`config.mk`:
```
export PLATFORM = sky130hd
export DESIGN_NAME = n_clic_vec
export DESIGN_NICKNAME = d
export VERILOG_FILES = /design/src/rtl/config_pkg.sv /design/src/rtl/clic_arbiter.sv /design/src/rtl/n_clic_vec.sv
export SDC_FILE = /design/constraint.sdc
export NUM_CORES = 1
export LEC_CHECK = 0
export ABC_CLOCK_PERIOD_IN_PS = 7040
export CAP_MARGIN = 20
export CORE_MARGIN = 5
export CORE_UTILIZATION = 54
export CTS_CLUSTER_DIAMETER = 50
export DETAILED_ROUTE_END_ITERATION = 8
export PLACE_DENSITY = 0.78
export SYNTH_ARGS = -nofsm -noshare
export SYNTH_HDL_FRONTEND = slang
export SYNTH_HIERARCHICAL = 1
export SYNTH_SLANG_ARGS = --single-unit
```
`constraint.sdc`:
```
create_clock -name clk -period 7.04 [get_ports clk]
set_input_delay 0.704 -clock clk [delete_from_list [all_inputs] [get_ports clk]]
set_output_delay 0.704 -clock clk [all_outputs]
set_load 0.02 [all_outputs]
```
`src/rtl/config_pkg.sv`:
```
// Shared configuration for the vectored interrupt controller: sizes, CSR map,
// return marker and the CSR op encoding used by the decoder.
package config_pkg;

  localparam int VecSize       = 8;
  localparam int PrioWidth     = 3;
  localparam int IMemAddrWidth = 16;
  localparam int VecIdxWidth   = (VecSize > 1) ? $clog2(VecSize) : 1;

  typedef logic [11:0]              csr_addr_t;
  typedef logic [IMemAddrWidth-1:0] imem_addr_t;
  typedef logic [VecIdxWidth-1:0]   vec_idx_t;
  typedef logic [PrioWidth-1:0]     prio_t;

  localparam csr_addr_t  CsrBase    = 12'hB00;
  localparam csr_addr_t  CsrVecBase = 12'hB20;
  localparam csr_addr_t  CsrThresh  = 12'hB40;
  localparam imem_addr_t ReturnAddr = '1;

  // funct3 encoding of the Zicsr instructions; bit 2 selects the immediate form
  typedef enum logic [2:0] {
    CSR_NONE = 3'b000,
    CSR_RW   = 3'b001,
    CSR_RS   = 3'b010,
    CSR_RC   = 3'b011,
    CSR_RWI  = 3'b101,
    CSR_RSI  = 3'b110,
    CSR_RCI  = 3'b111
  } csr_op_t;

  typedef struct packed {
    prio_t prio;
    logic  enable;
    logic  pending;
  } clic_entry_t;

  function automatic prio_t prio_max(input prio_t a, input prio_t b);
    return (a > b) ? a : b;
  endfunction

endpackage

```
`src/rtl/clic_arbiter.sv`:
```
// Combinational tournament tree picking the highest-priority requesting vector;
// on equal priority the left (lower-index) subtree wins.
module clic_arbiter #(
  parameter int VecSize   = 8,
  parameter int PrioWidth = 3,
  parameter int IdxWidth  = (VecSize > 1) ? $clog2(VecSize) : 1
) (
  input  logic [VecSize-1:0]                req_i,
  input  logic [VecSize-1:0][PrioWidth-1:0] prio_i,
  output logic                              valid_o,
  output logic [IdxWidth-1:0]               idx_o,
  output logic [PrioWidth-1:0]              prio_o
);

  localparam int Leaves = 2 ** IdxWidth;

  logic                 node_v [1:2*Leaves-1];
  logic [PrioWidth-1:0] node_p [1:2*Leaves-1];
  logic [IdxWidth-1:0]  node_i [1:2*Leaves-1];

  generate
    for (genvar gi = 0; gi < Leaves; gi++) begin : g_leaf
      if (gi < VecSize) begin : g_real
        assign node_v[Leaves+gi] = req_i[gi];
        assign node_p[Leaves+gi] = prio_i[gi];
        assign node_i[Leaves+gi] = IdxWidth'(gi);
      end else begin : g_pad
        assign node_v[Leaves+gi] = 1'b0;
        assign node_p[Leaves+gi] = '0;
        assign node_i[Leaves+gi] = '0;
      end
    end

    for (genvar gi = 1; gi < Leaves; gi++) begin : g_node
      logic pick_right;
      // right side only wins with a strictly higher priority
      assign pick_right = node_v[2*gi+1] &
                          (~node_v[2*gi] | (node_p[2*gi+1] > node_p[2*gi]));
      assign node_v[gi] = node_v[2*gi] | node_v[2*gi+1];
      assign node_p[gi] = pick_right ? node_p[2*gi+1] : node_p[2*gi];
      assign node_i[gi] = pick_right ? node_i[2*gi+1] : node_i[2*gi];
    end
  endgenerate

  assign valid_o = node_v[1];
  assign idx_o   = node_i[1];
  assign prio_o  = node_p[1];

endmodule

```
`src/rtl/n_clic_vec.sv`:
```
// Vectored nested interrupt controller: redirects the next PC on interrupt
// entry, nested return (pop) and tail-chaining, with a CSR-mapped vector table.
module n_clic_vec
  import config_pkg::*;
#(
  parameter int        VecSize    = config_pkg::VecSize,
  parameter int        PrioWidth  = config_pkg::PrioWidth,
  parameter csr_addr_t CsrBase    = config_pkg::CsrBase,
  parameter csr_addr_t CsrVecBase = config_pkg::CsrVecBase,
  parameter csr_addr_t CsrThresh  = config_pkg::CsrThresh
) (
  input  logic                     clk,
  input  logic                     reset,
  input  logic                     csr_enable,
  input  csr_addr_t                csr_addr,
  input  csr_op_t                  csr_op,
  input  logic [4:0]               rs1_zimm,
  input  logic [31:0]              rs1_data,
  input  logic [VecSize-1:0]       irq,
  input  logic [IMemAddrWidth-1:0] pc_in,
  output logic [IMemAddrWidth-1:0] pc_out,
  output logic [31:0]              csr_out,
  output logic [PrioWidth-1:0]     level_out
);

  localparam int IdxWidth = (VecSize > 1) ? $clog2(VecSize) : 1;
  localparam int Depth    = 2 ** PrioWidth - 1;
  localparam int WrWidth  = (IMemAddrWidth > PrioWidth + 2) ? IMemAddrWidth : PrioWidth + 2;

  logic [VecSize-1:0]                    irq_q;
  logic [VecSize-1:0]                    pend_q, pend_d, en_q, en_d;
  logic [VecSize-1:0][PrioWidth-1:0]     prio_q, prio_d;
  logic [VecSize-1:0][IMemAddrWidth-1:0] handler_q, handler_d;
  logic [PrioWidth-1:0]                  thresh_q, thresh_d;
  logic [PrioWidth-1:0]                  level_q, level_d;
  logic [PrioWidth-1:0]                  sp_q, sp_d;
  logic [IMemAddrWidth-1:0]              stack_pc_q  [Depth];
  logic [PrioWidth-1:0]                  stack_lvl_q [Depth];

  // ---------------- CSR access ----------------
  csr_addr_t          ctrl_off, hand_off;
  logic [VecSize-1:0] ctrl_sel, hand_sel;
  logic               thresh_sel;
  logic [2:0]         op_bits;
  logic [31:0]        csr_src;
  logic [WrWidth-1:0] csr_new;
  logic               csr_wr;

  assign ctrl_off   = csr_addr - CsrBase;
  assign hand_off   = csr_addr - CsrVecBase;
  assign thresh_sel = (csr_addr == CsrThresh);
  assign op_bits    = csr_op;
  assign csr_src    = op_bits[2] ? {27'd0, rs1_zimm} : rs1_data;

  generate
    for (genvar gi = 0; gi < VecSize; gi++) begin : g_dec
      assign ctrl_sel[gi] = (ctrl_off == 12'(gi));
      assign hand_sel[gi] = (hand_off == 12'(gi));
    end
  endgenerate

  always_comb begin
    csr_out = '0;
    for (int i = 0; i < VecSize; i++) begin
      if (ctrl_sel[i]) csr_out = 32'({prio_q[i], en_q[i], pend_q[i]});
      if (hand_sel[i]) csr_out = 32'(handler_q[i]);
    end
    if (thresh_sel) csr_out = 32'(thresh_q);
  end

  // set/clear with a zero source are pure reads
  always_comb begin
    csr_new = csr_out[WrWidth-1:0];
    csr_wr  = 1'b0;
    case (op_bits[1:0])
      2'b01: begin
        csr_new = csr_src[WrWidth-1:0];
        csr_wr  = csr_enable;
      end
      2'b10: begin
        csr_new = csr_out[WrWidth-1:0] | csr_src[WrWidth-1:0];
        csr_wr  = csr_enable & (|csr_src);
      end
      2'b11: begin
        csr_new = csr_out[WrWidth-1:0] & ~csr_src[WrWidth-1:0];
        csr_wr  = csr_enable & (|csr_src);
      end
      default: begin
        csr_new = csr_out[WrWidth-1:0];
        csr_wr  = 1'b0;
      end
    endcase
  end

  // ---------------- arbitration and PC redirect ----------------
  logic [VecSize-1:0]       edge_w;
  logic                     cand_v;
  logic [IdxWidth-1:0]      cand_idx;
  logic [PrioWidth-1:0]     cand_p;
  logic                     is_ret, stack_nz, tail, pop, entry, take;
  logic [PrioWidth-1:0]     top_idx, top_lvl, floor_ret, floor_run;
  logic [IMemAddrWidth-1:0] top_pc;

  assign edge_w = irq & ~irq_q;

  clic_arbiter #(
    .VecSize  (VecSize),
    .PrioWidth(PrioWidth),
    .IdxWidth (IdxWidth)
  ) u_arb (
    .req_i  (pend_q & en_q),
    .prio_i (prio_q),
    .valid_o(cand_v),
    .idx_o  (cand_idx),
    .prio_o (cand_p)
  );

  assign is_ret    = (pc_in == ReturnAddr);
  assign stack_nz  = (sp_q != '0);
  assign top_idx   = stack_nz ? sp_q - 1'b1 : '0;
  assign top_pc    = stack_pc_q[top_idx];
  assign top_lvl   = stack_lvl_q[top_idx];
  assign floor_ret = (top_lvl > thresh_q) ? top_lvl : thresh_q;
  assign floor_run = (level_q > thresh_q) ? level_q : thresh_q;

  assign tail  = is_ret & stack_nz & cand_v & (cand_p > floor_ret);
  assign pop   = is_ret & stack_nz & ~tail;
  assign entry = ~is_ret & cand_v & (cand_p > floor_run);
  assign take  = tail | entry;

  always_comb begin
    pc_out = pc_in;
    if (take)     pc_out = handler_q[cand_idx];
    else if (pop) pc_out = top_pc;
  end

  always_comb begin
    level_d = level_q;
    sp_d    = sp_q;
    if (take) level_d = cand_p;
    if (pop) begin
      level_d = top_lvl;
      sp_d    = sp_q - 1'b1;
    end
    if (entry) sp_d = sp_q + 1'b1;
  end

  // CSR write first, then the entry clear, then an edge re-sets pending
  always_comb begin
    pend_d    = pend_q;
    en_d      = en_q;
    prio_d    = prio_q;
    handler_d = handler_q;
    thresh_d  = thresh_q;
    for (int i = 0; i < VecSize; i++) begin
      if (csr_wr && ctrl_sel[i]) begin
        pend_d[i] = csr_new[0];
        en_d[i]   = csr_new[1];
        prio_d[i] = csr_new[PrioWidth+1:2];
      end
      if (csr_wr && hand_sel[i]) handler_d[i] = csr_new[IMemAddrWidth-1:0];
      if (take && (cand_idx == IdxWidth'(i))) pend_d[i] = 1'b0;
      if (edge_w[i]) pend_d[i] = 1'b1;
    end
    if (csr_wr && thresh_sel) thresh_d = csr_new[PrioWidth-1:0];
  end

  always_ff @(posedge clk) begin
    if (reset) begin
      irq_q     <= '0;
      pend_q    <= '0;
      en_q      <= '0;
      prio_q    <= '0;
      handler_q <= '0;
      thresh_q  <= '0;
      level_q   <= '0;
      sp_q      <= '0;
    end else begin
      irq_q     <= irq;
      pend_q    <= pend_d;
      en_q      <= en_d;
      prio_q    <= prio_d;
      handler_q <= handler_d;
      thresh_q  <= thresh_d;
      level_q   <= level_d;
      sp_q      <= sp_d;
    end
  end

  // Stack contents need no reset; only entries below the pointer are ever read.
  always_ff @(posedge clk) begin
    if (!reset && entry) begin
      stack_pc_q[sp_q]  <= pc_in;
      stack_lvl_q[sp_q] <= level_q;
    end
  end

  assign level_out = level_q;

endmodule
```
==> impl_metrics.json <==
{
  "status": "finished clean",
  "yosysWarnings": 6,
  "synth_cells": 1852,
  "r2r_start": "prio_q[14]$_SDFFE_PP0P_",
  "layout_commonest_cell": "nand2_1",
  "drive_gt1_share_pct": 17.4,
  "drt-total-wl_mm": 57.1,
  "clk_pin_slew_ps": 60,
  "tightest_slew_ps": 1140,
  "crit_path_top_delay_cell": "dfxtp_1",
  "synth_top_area_cell": "edfxtp_1",
  "fmax_mhz": 147,
  "grt_pass1_vias": 15100,
  "preCtsSetupSlack_ps": -43.5,
  "synth_top_area_share_pct": 22.3,
  "coreArea_sq_mm": 0.0326,
  "fin_util_pct": 64.5,
  "die-area_sq_mm": 0.0369,
  "final_nets": 2074,
  "cts.sinks": 318,
  "grt_max_degree": 137,
  "ios": 130,
  "port_buffers": 113,
  "start_kind": "flip-flop",
  "grt_usage_pct": 29.8,
  "rows": 66,
  "antenna_found_initial": 3,
  "critPathMaxStageDelay_ps": 380,
  "cp-startpoint": "prio_q[14]$_SDFFE_PP0P_",
  "die_x_um": 192,
  "wire_per_inst_um": 23.5,
  "critPathKind": "flip-flop to primary output",
  "final_cells": 2428,
  "vias": 15700,
  "min_path_type": "flip-flop to flip-flop",
  "syn_to_final_growth_pct": 17.4,
  "cts_tree": "yes",
  "skew_ps": 29.4,
  "htreeDepth": 2,
  "setup_tns_ps": 0,
  "cp-end-kind": "primary output",
  "slew_violations": 0,
  "syn_area_per_cell_sq_um": 9.68,
  "critPathArrivalTime_ps": 6110,
  "ys_types": 96,
  "clock_path_buffers": 3,
  "post-route-period-util_pct": 96.8,
  "worstPathRequired_ps": 6340,
  "placed_area_sq_mm": 0.0195,
  "place_inst": 2340,
  "start_util_pct": 55.0,
  "drv_cap": 0,
  "r2r_cells": 24,
  "setup_viol": 0,
  "ant_nets": 0,
  "r2r_setup_slack_ps": 750,
  "dp_hpwl_mm": 39.1,
  "ys_ff_latch": 318,
  "crit_path_end": "pc_out[15]",
  "power.density_mw_per_mm2": 194,
  "cts_buffers": 37,
  "maxSlewHeadroom_pct": 24.0,
  "rsz0062_at_grt": "yes",
  "period_needed_ps": 6820,
  "ys_seq_area_share_pct": 42.9,
  "synth_edf_count": 133,
  "post-route-cell-area_sq_mm": 0.0211,
  "synth_flop_cell": "dfxtp_1",
  "overflow": 0,
  "synthTopCellsByArea": "edfxtp_1 (22%), dfxtp_1 (21%), mux4_2 (6.4%)",
  "drc": 0,
  "regToRegEndpoint": "stack_pc_q[4][11]$_DFFE_PP_",
  "hold_viol": 0,
  "layout_common_cells": "nand2_1 (268), dfxtp_1 (181), a21oi_1 (163)",
  "peakVddDrop_v": 0.000139,
  "setup_slack_ps": 222,
  "p_leak_nw": 6.84,
  "die_h_um": 192,
  "cts-root-buf": "clkbuf_16",
  "whs_ps": 471,
  "async_flop_share_pct": 0,
  "cts_hold_buf": 0,
  "dr.pass1.iters": 6,
  "gp_congestion": 1.01,
  "critPathMaxFanout": 14,
  "p_total_mw": 4.07,
  "grt_pass1_wl_mm": 86.3,
  "clock_latency_ps": 540,
  "viasPerCell": 6.48,
  "netlist_area_sq_mm": 0.0179,
  "drt_iter0_drc": 1936
}
-- logic make-up after synthesis --
group | synth area share [%]
XOR/XNOR | 1.12
buffers and inverters | 5.42
AND/OR/NAND/NOR | 16.5
flip-flops | 42.9
other | 0.0209
AO/OA/AOI/OAI | 22.0
adder cells (fa/ha/maj) | 2.65
multiplexers | 9.38
-- synthesized netlist by cell type, types with 14 or more instances --
cell type    n
o211ai_1    20
o21ai_0     91
o221ai_1    14
nand3b_1    16
xnor2_1     16
a31oi_1     14
a211oi_1    51
mux4_2      51
nand2_1    269
mux2i_1     42
clkbuf_1    88
buf_4       22
edfxtp_1   133
nor2_1     159
a21oi_1    168
a22oi_1     22
nor2b_1     25
dfxtp_1    185
nand3_1     19
a311oi_1    14
a211oi_2    30
ha_1        38
a22o_1      19
and2_1      22
inv_1       57
nor3_1      38
-- critical path, delay by kind of cell (launching register included) --
family	cells	cell delay, ps
AO/OA/AOI/OAI	9	1480
multiplexers	2	680
buffers and inverters	4	580
flip-flops	1	380
adder cells (fa/ha/maj)	4	1250
AND/OR/NAND/NOR	6	1190
-- power breakdown --
group	leakage [nW]	internal [mW]	total, mW	switching [mW]
clock network	0.585	1.09	1.89	0.791
registers	2.72	1.92	1.93	0.00567
logic	3.54	0.0940	0.260	0.166
total	6.84	3.11	4.07	0.963
-- cell type report --
type                       count  area, sq um
sequential                   318         7700
clock inverter                19          170
inverter                      58          218
tap                          442          553
timing repair buffer         194         1800
clock buffer                  48         1040
multi-input combinational   1348         9570
fill                        2575        11600
antenna                        1         2.50
-- registers in the layout, summed over array words and instances, names as in the netlist --
register and count:
pend_q 8, thresh_q 3, stack_lvl_q 21, handler_q 128, stack_pc_q 112, irq_q 8, prio_q 24, sp_q 3
level_out 3, en_q 8
-- how the worst min path moves through the flow --
stage          depth (start not counted)                     endpoint  slack, ps                        start
2_1_floorplan                          2       pend_q[0]$_SDFFE_PP0P_        430          irq_q[0]$_SDFF_PP0_
3_3_place_gp                           2       pend_q[0]$_SDFFE_PP0P_        440          irq_q[0]$_SDFF_PP0_
3_5_place_dp                           2       pend_q[0]$_SDFFE_PP0P_        450          irq_q[0]$_SDFF_PP0_
4_1_cts                                2   handler_q[91]$_SDFFE_PP0P_        470   handler_q[91]$_SDFFE_PP0P_
5_1_grt                                2   handler_q[75]$_SDFFE_PP0P_        490   handler_q[75]$_SDFFE_PP0P_
6_report                               2  handler_q[120]$_SDFFE_PP0P_        470  handler_q[120]$_SDFFE_PP0P_
-- repair_timing --
action                                  CTS  global route
pin swaps                                 2            13
buffers inserted                          4            11
gates cloned                              0             2
endpoints found under the setup margin   16            16
resized for setup                        34            69
-- per-layer routing --
metal  up-vias  wire, um  global-route usage, %
met4         4      2280                   10.5
met3       191      6110                   5.14
li1       7063         -                      -
met2       971     26600                   49.0
met5         -        44                      0
met1      7512     22000                   39.9
Power figures use the tool's default switching activity.
